[src/rtl/fir_stream.sv]
// Purpose : streaming direct-form FIR filter with a runtime-loadable coefficient shift chain.
// Latency : 1 cycle from an accepted input sample to its registered result.
// Backpres: input is stalled while a result is held for the consumer or while coefficients load.
//
// Ports:
//   clk, reset_n                         - core clock, asynchronous active-low reset
//   s_axis_fir_tdata/tvalid/tready       - signed input sample stream
//   s_set_coeffs, coef_data, coef_valid  - coefficient load mode (level) and coefficient words
//   flush                                - one-cycle pulse that clears the sample delay line
//   m_axis_fir_tdata/tvalid/tready       - signed filter result stream
//
// Build option: define FIR_STREAM_SAT_EN to saturate the full-precision sum to
// Y_N_SIZE bits; otherwise the sum is truncated to its low Y_N_SIZE bits (wraps).
module fir_stream #(
    parameter int TAP_SIZE    = 4,
    parameter int NBR_OF_TAPS = 8,
    parameter int X_N_SIZE    = 8,
    parameter int Y_N_SIZE    = 16
) (
    input  logic                       clk,
    input  logic                       reset_n,
    input  logic signed [X_N_SIZE-1:0] s_axis_fir_tdata,
    input  logic                       s_axis_fir_tvalid,
    output logic                       s_axis_fir_tready,
    input  logic                       s_set_coeffs,
    input  logic signed [TAP_SIZE-1:0] coef_data,
    input  logic                       coef_valid,
    input  logic                       flush,
    output logic signed [Y_N_SIZE-1:0] m_axis_fir_tdata,
    output logic                       m_axis_fir_tvalid,
    input  logic                       m_axis_fir_tready
);

    localparam int PROD_W = X_N_SIZE + TAP_SIZE;
    localparam int ACC_W  = PROD_W + $clog2(NBR_OF_TAPS);
    // Accumulate at least Y_N_SIZE wide so truncation is always a plain slice.
    localparam int EXT_W  = (ACC_W > Y_N_SIZE) ? ACC_W : Y_N_SIZE;
    localparam logic signed [TAP_SIZE-1:0] TAP_ONE = {{(TAP_SIZE-1){1'b0}}, 1'b1};

    typedef enum logic [1:0] {IDLE, RUN, CONFIG} state_t;

    state_t                     state_q;
    logic signed [X_N_SIZE-1:0] d_q    [NBR_OF_TAPS];
    logic signed [X_N_SIZE-1:0] d_d    [NBR_OF_TAPS];
    logic signed [TAP_SIZE-1:0] taps_q [NBR_OF_TAPS];
    logic signed [TAP_SIZE-1:0] taps_d [NBR_OF_TAPS];
    logic                       m_tvalid_q, m_tvalid_d;
    logic signed [Y_N_SIZE-1:0] m_tdata_q, m_tdata_d;
    logic signed [PROD_W-1:0]   prod;
    logic signed [EXT_W-1:0]    acc;
    logic signed [Y_N_SIZE-1:0] y_red;
    logic                       sample_hs;

    assign s_axis_fir_tready = reset_n && (state_q != CONFIG) && !s_set_coeffs
                               && (!m_tvalid_q || m_axis_fir_tready);
    assign sample_hs         = s_axis_fir_tvalid && s_axis_fir_tready;
    assign m_axis_fir_tdata  = m_tdata_q;
    assign m_axis_fir_tvalid = m_tvalid_q;

    // Delay line next state: flush clears, a handshake shifts; together the
    // new sample lands in d[0] behind an all-zero history.
    always_comb begin
        for (int i = 0; i < NBR_OF_TAPS; i++) begin
            d_d[i] = flush ? '0 : d_q[i];
        end
        if (sample_hs) begin
            d_d[0] = s_axis_fir_tdata;
            for (int i = 1; i < NBR_OF_TAPS; i++) begin
                d_d[i] = flush ? '0 : d_q[i-1];
            end
        end
    end

    // Coefficient shift chain, only advanced while in CONFIG.
    always_comb begin
        for (int i = 0; i < NBR_OF_TAPS; i++) begin
            taps_d[i] = taps_q[i];
        end
        if (state_q == CONFIG && coef_valid) begin
            taps_d[0] = coef_data;
            for (int i = 1; i < NBR_OF_TAPS; i++) begin
                taps_d[i] = taps_q[i-1];
            end
        end
    end

    // Full-precision sum over the post-shift delay line. Operands are sign
    // extended by hand so the multiply is exact at PROD_W bits.
    always_comb begin
        acc  = '0;
        prod = '0;
        for (int i = 0; i < NBR_OF_TAPS; i++) begin
            prod = {{TAP_SIZE{d_d[i][X_N_SIZE-1]}}, d_d[i]}
                 * {{X_N_SIZE{taps_q[i][TAP_SIZE-1]}}, taps_q[i]};
            acc  = acc + {{(EXT_W-PROD_W){prod[PROD_W-1]}}, prod};
        end
    end

`ifdef FIR_STREAM_SAT_EN
    localparam logic signed [EXT_W-1:0] Y_MAX = {{(EXT_W-Y_N_SIZE+1){1'b0}}, {(Y_N_SIZE-1){1'b1}}};
    localparam logic signed [EXT_W-1:0] Y_MIN = {{(EXT_W-Y_N_SIZE+1){1'b1}}, {(Y_N_SIZE-1){1'b0}}};

    always_comb begin
        if (acc > Y_MAX) begin
            y_red = Y_MAX[Y_N_SIZE-1:0];
        end else if (acc < Y_MIN) begin
            y_red = Y_MIN[Y_N_SIZE-1:0];
        end else begin
            y_red = acc[Y_N_SIZE-1:0];
        end
    end
`else
    assign y_red = acc[Y_N_SIZE-1:0];
`endif

    // Output register: a new sample always overwrites (the input is only
    // ready when the slot is free or draining); otherwise hold until taken.
    always_comb begin
        m_tvalid_d = m_tvalid_q;
        m_tdata_d  = m_tdata_q;
        if (sample_hs) begin
            m_tvalid_d = 1'b1;
            m_tdata_d  = y_red;
        end else if (m_axis_fir_tready) begin
            m_tvalid_d = 1'b0;
        end
    end

    always_ff @(posedge clk or negedge reset_n) begin
        if (!reset_n) begin
            state_q    <= IDLE;
            m_tvalid_q <= 1'b0;
            m_tdata_q  <= '0;
            for (int i = 0; i < NBR_OF_TAPS; i++) begin
                d_q[i]    <= '0;
                taps_q[i] <= (i == 0) ? TAP_ONE : '0;
            end
        end else begin
            case (state_q)
                IDLE: begin
                    if (s_set_coeffs) begin
                        state_q <= CONFIG;
                    end else if (sample_hs) begin
                        state_q <= RUN;
                    end
                end
                RUN: begin
                    // Never leave RUN while a result is still owed downstream.
                    if (!m_tvalid_d) begin
                        if (s_set_coeffs) begin
                            state_q <= CONFIG;
                        end else if (!sample_hs) begin
                            state_q <= IDLE;
                        end
                    end
                end
                CONFIG: begin
                    if (!s_set_coeffs) begin
                        state_q <= IDLE;
                    end
                end
                default: state_q <= IDLE;
            endcase
            m_tvalid_q <= m_tvalid_d;
            m_tdata_q  <= m_tdata_d;
            for (int i = 0; i < NBR_OF_TAPS; i++) begin
                d_q[i]    <= d_d[i];
                taps_q[i] <= taps_d[i];
            end
        end
    end

endmodule

[config.mk]
export PLATFORM = sky130hd
export DESIGN_NAME = fir_stream
export DESIGN_NICKNAME = d
export VERILOG_FILES = /design/src/rtl/fir_stream.sv
export SDC_FILE = /design/constraint.sdc
export NUM_CORES = 1
export LEC_CHECK = 0
export ABC_CLOCK_PERIOD_IN_PS = 9340
export CAP_MARGIN = 20
export CELL_PAD_IN_SITES_DETAIL_PLACEMENT = 0
export CELL_PAD_IN_SITES_GLOBAL_PLACEMENT = 1
export CORE_ASPECT_RATIO = 1.4
export CORE_MARGIN = 3
export CORE_UTILIZATION = 39
export CTS_CLUSTER_DIAMETER = 100
export DETAILED_ROUTE_END_ITERATION = 8
export PLACE_DENSITY_LB_ADDON = 0.1
export SYNTH_ARGS = -nofsm -noshare
export SYNTH_HDL_FRONTEND = slang
export SYNTH_SLANG_ARGS = --single-unit
[constraint.sdc]
create_clock -name clk -period 9.34 [get_ports clk]
set_clock_uncertainty 0.05 [all_clocks]
set_input_delay 1.868 -clock clk [delete_from_list [all_inputs] [get_ports clk]]
set_output_delay 1.868 -clock clk [all_outputs]
set_load 0.005 [all_outputs]
Yosys cells after proc, flatten, opt, wreduce, memory -nomap -nowiden
Cells that the tools add are included.
Widths: inputs -> output; s select.
Word-level totals
  bits in registers: 115
  input bits: 19
Operators by class
  multiplexer cells: 18
  equality and inequality tests: 7
  reduce and logical (&&, ||, !) cells: 10
  add/sub/neg operators: 7
  multipliers: 8
Operators by type and width (number)
  $mul 8x4->12: 8
  $mux 64: 1
  $mux 8: 8
  $add 16x16->16: 3
  $add 15x12->16: 1
  $add 14x12->15: 1
  $add 13x12->14: 1
  $add 12x12->13: 1
  $mux 2: 6
  $ne 2x2->1 const B: 3
  $ne 3x3->1 const B: 2
  $pmux 2 s3: 1
  $logic_and 1x1->1: 5
  $reduce_and 4->1: 1
  $eq 2x1->1 const B: 1
  $eq 2x2->1 const B: 1
  $logic_not 1->1: 2
  $logic_not 2->1: 1
  $mux 1: 2
  $logic_or 1x1->1: 1

Depth between registers and ports, before layout
  depth in word-level cells: 14
  gate-level depth with buffers: 44
  depth with buffers taken out: 40

Worst setup path after synthesis
No wires, ideal clock.
  path kind: input-to-reg
  start: in s_set_coeffs
  end: reg m_tdata_q[14], in the netlist m_axis_fir_tdata[14]
  data arrival time: 11175 ps
  setup time: 132 ps
  cell stages on the path: 41
  setup slack: -2017 ps
  required time: 9158 ps
  cells stage by stage: nand3b_1 > nor3_4 > buf_4 > buf_2 > nand2_1 > a21oi_1 > nand2_1 > fa_1 > inv_1 > fa_1 > inv_1 > fa_1 > inv_1 > ha_1 > fa_1 > a21o_1 > a21oi_1 > nor2b_1 > [... 5 more ...] > fa_1 > fa_1 > inv_1 > fa_1 > inv_1 > fa_1 > inv_1 > fa_1 > inv_1 > ha_1 > clkbuf_1 > a21o_1 > a21o_1 > a21o_1 > a21o_1 > a221oi_2 > xor2_1 > o21ai_1
RTL lines
  start: declaration: RTL line 25  | input logic s_set_coeffs,
  end signal: assignment: RTL line 165  | m_tdata_q <= m_tdata_d;
  end: declaration: RTL line 48  | logic signed [Y_N_SIZE-1:0] m_tdata_q, m_tdata_d;

==> impl_metrics.yaml <==
clock_network:
  cts_hold_buf: 0
  cts.clk_slew.worst_paths_ns: 0.06
  clock_latency_ns: 0.44
  h-tree-depth: 4
  cts_tree: "yes"
  numCtsBuffers: 17
  clock_sinks: 115
  cts-root-buf: "clkbuf_16"
  cts.path.max_buffers: 2
cells_and_area:
  syn2layout_area_growth_pct: 26.40
  final_util: 0.5002
  final_layout_size_suffix_gt1_frac: 0.2428
  final_nets: 2242
  final_area_mm2: 0.01931
  diodes: 0
timing:
  slew_headroom: 0.2969
  setup_violations: 12
  period_minus_slack_ns: 10.73
  fin_ws_ns: -1.392
  hold_viol: 0
  grt_setup_unrepaired: "yes"
  worst_pin_slew_ns: 1.051
  min_period_over_period: 1.149
  drv_slew: 0
  fin_hold_ws_ns: 0.4111
  timing.fmax_mhz: 93.18
placement:
  place_ws_ns: -2.325
  port_buffers: 36
  detailed_place_hpwl_mm: 36.77
  dpl_cell_area_mm2: 0.01794
  gp_congestion: 0.8494
worst_setup_path:
  cp_max_fo: 7
  cpMaxStageDelayCell: "fa_1"
  arrival_ns: 10.99
  path_depth: 41
  critPathKind: "primary input to register"
  timing.rr.end: "m_axis_fir_tdata[14]$_DFFE_PN0P_"
  endpoint: "m_axis_fir_tdata[14]$_DFFE_PN0P_"
  r2r-start: "m_axis_fir_tvalid$_DFF_PN0_"
  r2r_setup_slack_ns: -0.14
  cp_top_family: "adder cells"
  worst_ep_required_time_ns: 9.60
  crit_start: "s_set_coeffs"
  r2r_cells: 40
  cpPeakStageDelay_ns: 0.54
  crit_path_end_kind: "register"
  critical_path_buf_inv_count: 9
  cp-start-kind: "primary input"
  crit_path_frequent_cell: "fa_1"
yosys:
  synth_nets: 1978
  postSynthCellCount: 1564
  synth_top_area_frac: 0.3643
  ys_top_cells_by_area: "fa_1, dfrtp_1, ha_1"
  yosys.area.top_type: "fa_1"
  synth_edf_count: 0
  synth_area_mm2: 0.01528
  synth_area_per_cell_um2: 9.768
  ys_seq_area_frac: 0.1885
  ys_warn_count: 0
  synth_ff_type: "dfrtp_1"
  synth_seq_cells: 115
  async_reset_ff_frac: 1.000
  synth.distinct_cells: 54
  synth_common_cells: "inv_1, fa_1, nand2_1, ha_1, dfrtp_1"
  post-synth-top-count-cell: "inv_1"
floorplanning:
  coreArea_mm2: 0.03861
  num_rows: 85
  fp.dieW_um: 173.3
  pin_count: 37
  start_util: 0.3957
  die_area_mm2: 0.04162
  die_h_um: 240.2
hold_path:
  hold_class: "register to register"
  worstHoldStart: "m_axis_fir_tdata[6]$_DFFE_PN0P_"
global_route:
  first_global_vias: 12803
  grt_usage: 0.2236
  antenna_found_initial: 0
  grt-ovfl-total: 0
  grt_first_pass_wirelength_mm: 70.66
  grt_max_degree: 62
detailed_routing:
  antenna_left: 0
  firstDrtPassIters: 4
  drtIter0Drc: 414
  via_per_inst: 4.746
  dr_total_vias: 11215
  wirelength_mm: 44.18
  post_drt_wl_per_cell_um: 18.70
  drc: 0
status:
  violations: "negative setup slack"
  outcome: "finished with violations"
job:
  maxCapViolCount: 0
## routing by layer
metal | GRT usage | wire (µm) | vias to the layer above
li1 | - | - | 5271
met1 | 0.2571 | 17450 | 5702
met2 | 0.4275 | 24270 | 169
met3 | 0.02259 | 905 | 73
met4 | 0.08385 | 1562 | 0
met5 | 0 | 0 | -
## final cells by class
| cell class | instances | area, µm² |
|---|---|---|
| clock buffers | 18 | 439.2 |
| inverters | 308 | 1156 |
| fillers | 3655 | 19300 |
| repair buffers | 292 | 2389 |
| multi-input cells | 1094 | 11680 |
| flip-flops and latches | 115 | 2879 |
| well taps | 522 | 653.1 |
| clock inverters | 14 | 117.6 |
## how the worst min path moves through the flow
stage          depth (start not counted)                         endpoint  slack [ns]
2_1_floorplan                          1           state_q[0]$_DFFE_PN0P_        0.37
3_3_place_gp                           2  m_axis_fir_tdata[6]$_DFFE_PN0P_        0.40
3_5_place_dp                           2  m_axis_fir_tdata[6]$_DFFE_PN0P_        0.40
4_1_cts                                2  m_axis_fir_tdata[6]$_DFFE_PN0P_        0.43
5_1_grt                                2  m_axis_fir_tdata[1]$_DFFE_PN0P_        0.45
6_report                               2  m_axis_fir_tdata[6]$_DFFE_PN0P_        0.41
## per-stage QoR
step / std cells / TNS [ns]
detailed placement: 2304 / -24.47
finish: 2363 / -12.50
CTS: 2350 / -13.18
floorplan: 1564 / -12.12
global placement: 2304 / -23.84
global route: 2363 / -16.00
## worst min-delay path, delay by kind of cell, from the launching register on
kind	cells	cell delay, ns
DFF	1	0.34
and+or+nand+nor	2	0.10
## sequential cells by signal (all words and copies together) (netlist names)
name and count:
taps_q 32, d_q 64, state_q 2, m_axis_fir_tdata 16, m_axis_fir_tvalid 1
## cells by family after synthesis
family,share of synthesized area
XOR/XNOR,0.03039
multiplexers,0.02383
AND/OR/NAND/NOR,0.1509
AO/OA/AOI/OAI,0.05749
flip-flops,0.1885
adder cells (fa/ha/maj),0.4601
buffers and inverters,0.08878
## what timing repair did
action / 4_1_cts / 5_1_grt
setup endpoints to repair: 13 / 12
setup buffers: 15 / 16
gates cloned: 0 / 0
resized for setup: 72 / 70
pin swaps: 78 / 92
## layout by cell type (no fill, tap or decap), types with 5 or more instances in the layout
| cell | n |
|---|---|
| a21oi_2 | 17 |
| nand2b_1 | 27 |
| clkdlybuf4s50_1 | 31 |
| nand2_4 | 5 |
| nand2_2 | 7 |
| nand3_1 | 6 |
| a21oi_1 | 58 |
| nor2_1 | 15 |
| clkbuf_16 | 17 |
| a21oi_4 | 6 |
| o21ai_0 | 21 |
| a21o_1 | 13 |
| xnor2_2 | 8 |
| fa_2 | 12 |
| fa_1 | 266 |
| o21ai_1 | 11 |
| ha_1 | 101 |
| nor3b_1 | 5 |
| and2_1 | 106 |
| buf_4 | 238 |
| dfrtp_1 | 114 |
| mux2_2 | 30 |
| ha_4 | 12 |
| xnor2_1 | 28 |
| xor2_1 | 11 |
| nor3_1 | 5 |
| inv_1 | 290 |
| inv_6 | 7 |
| buf_6 | 13 |
| nor2b_1 | 35 |
| inv_2 | 18 |
| nand2_1 | 223 |
| nand3b_1 | 6 |
Power is not shown: default switching activity piles up to over one toggle a cycle in this logic, so the estimate is an artifact.
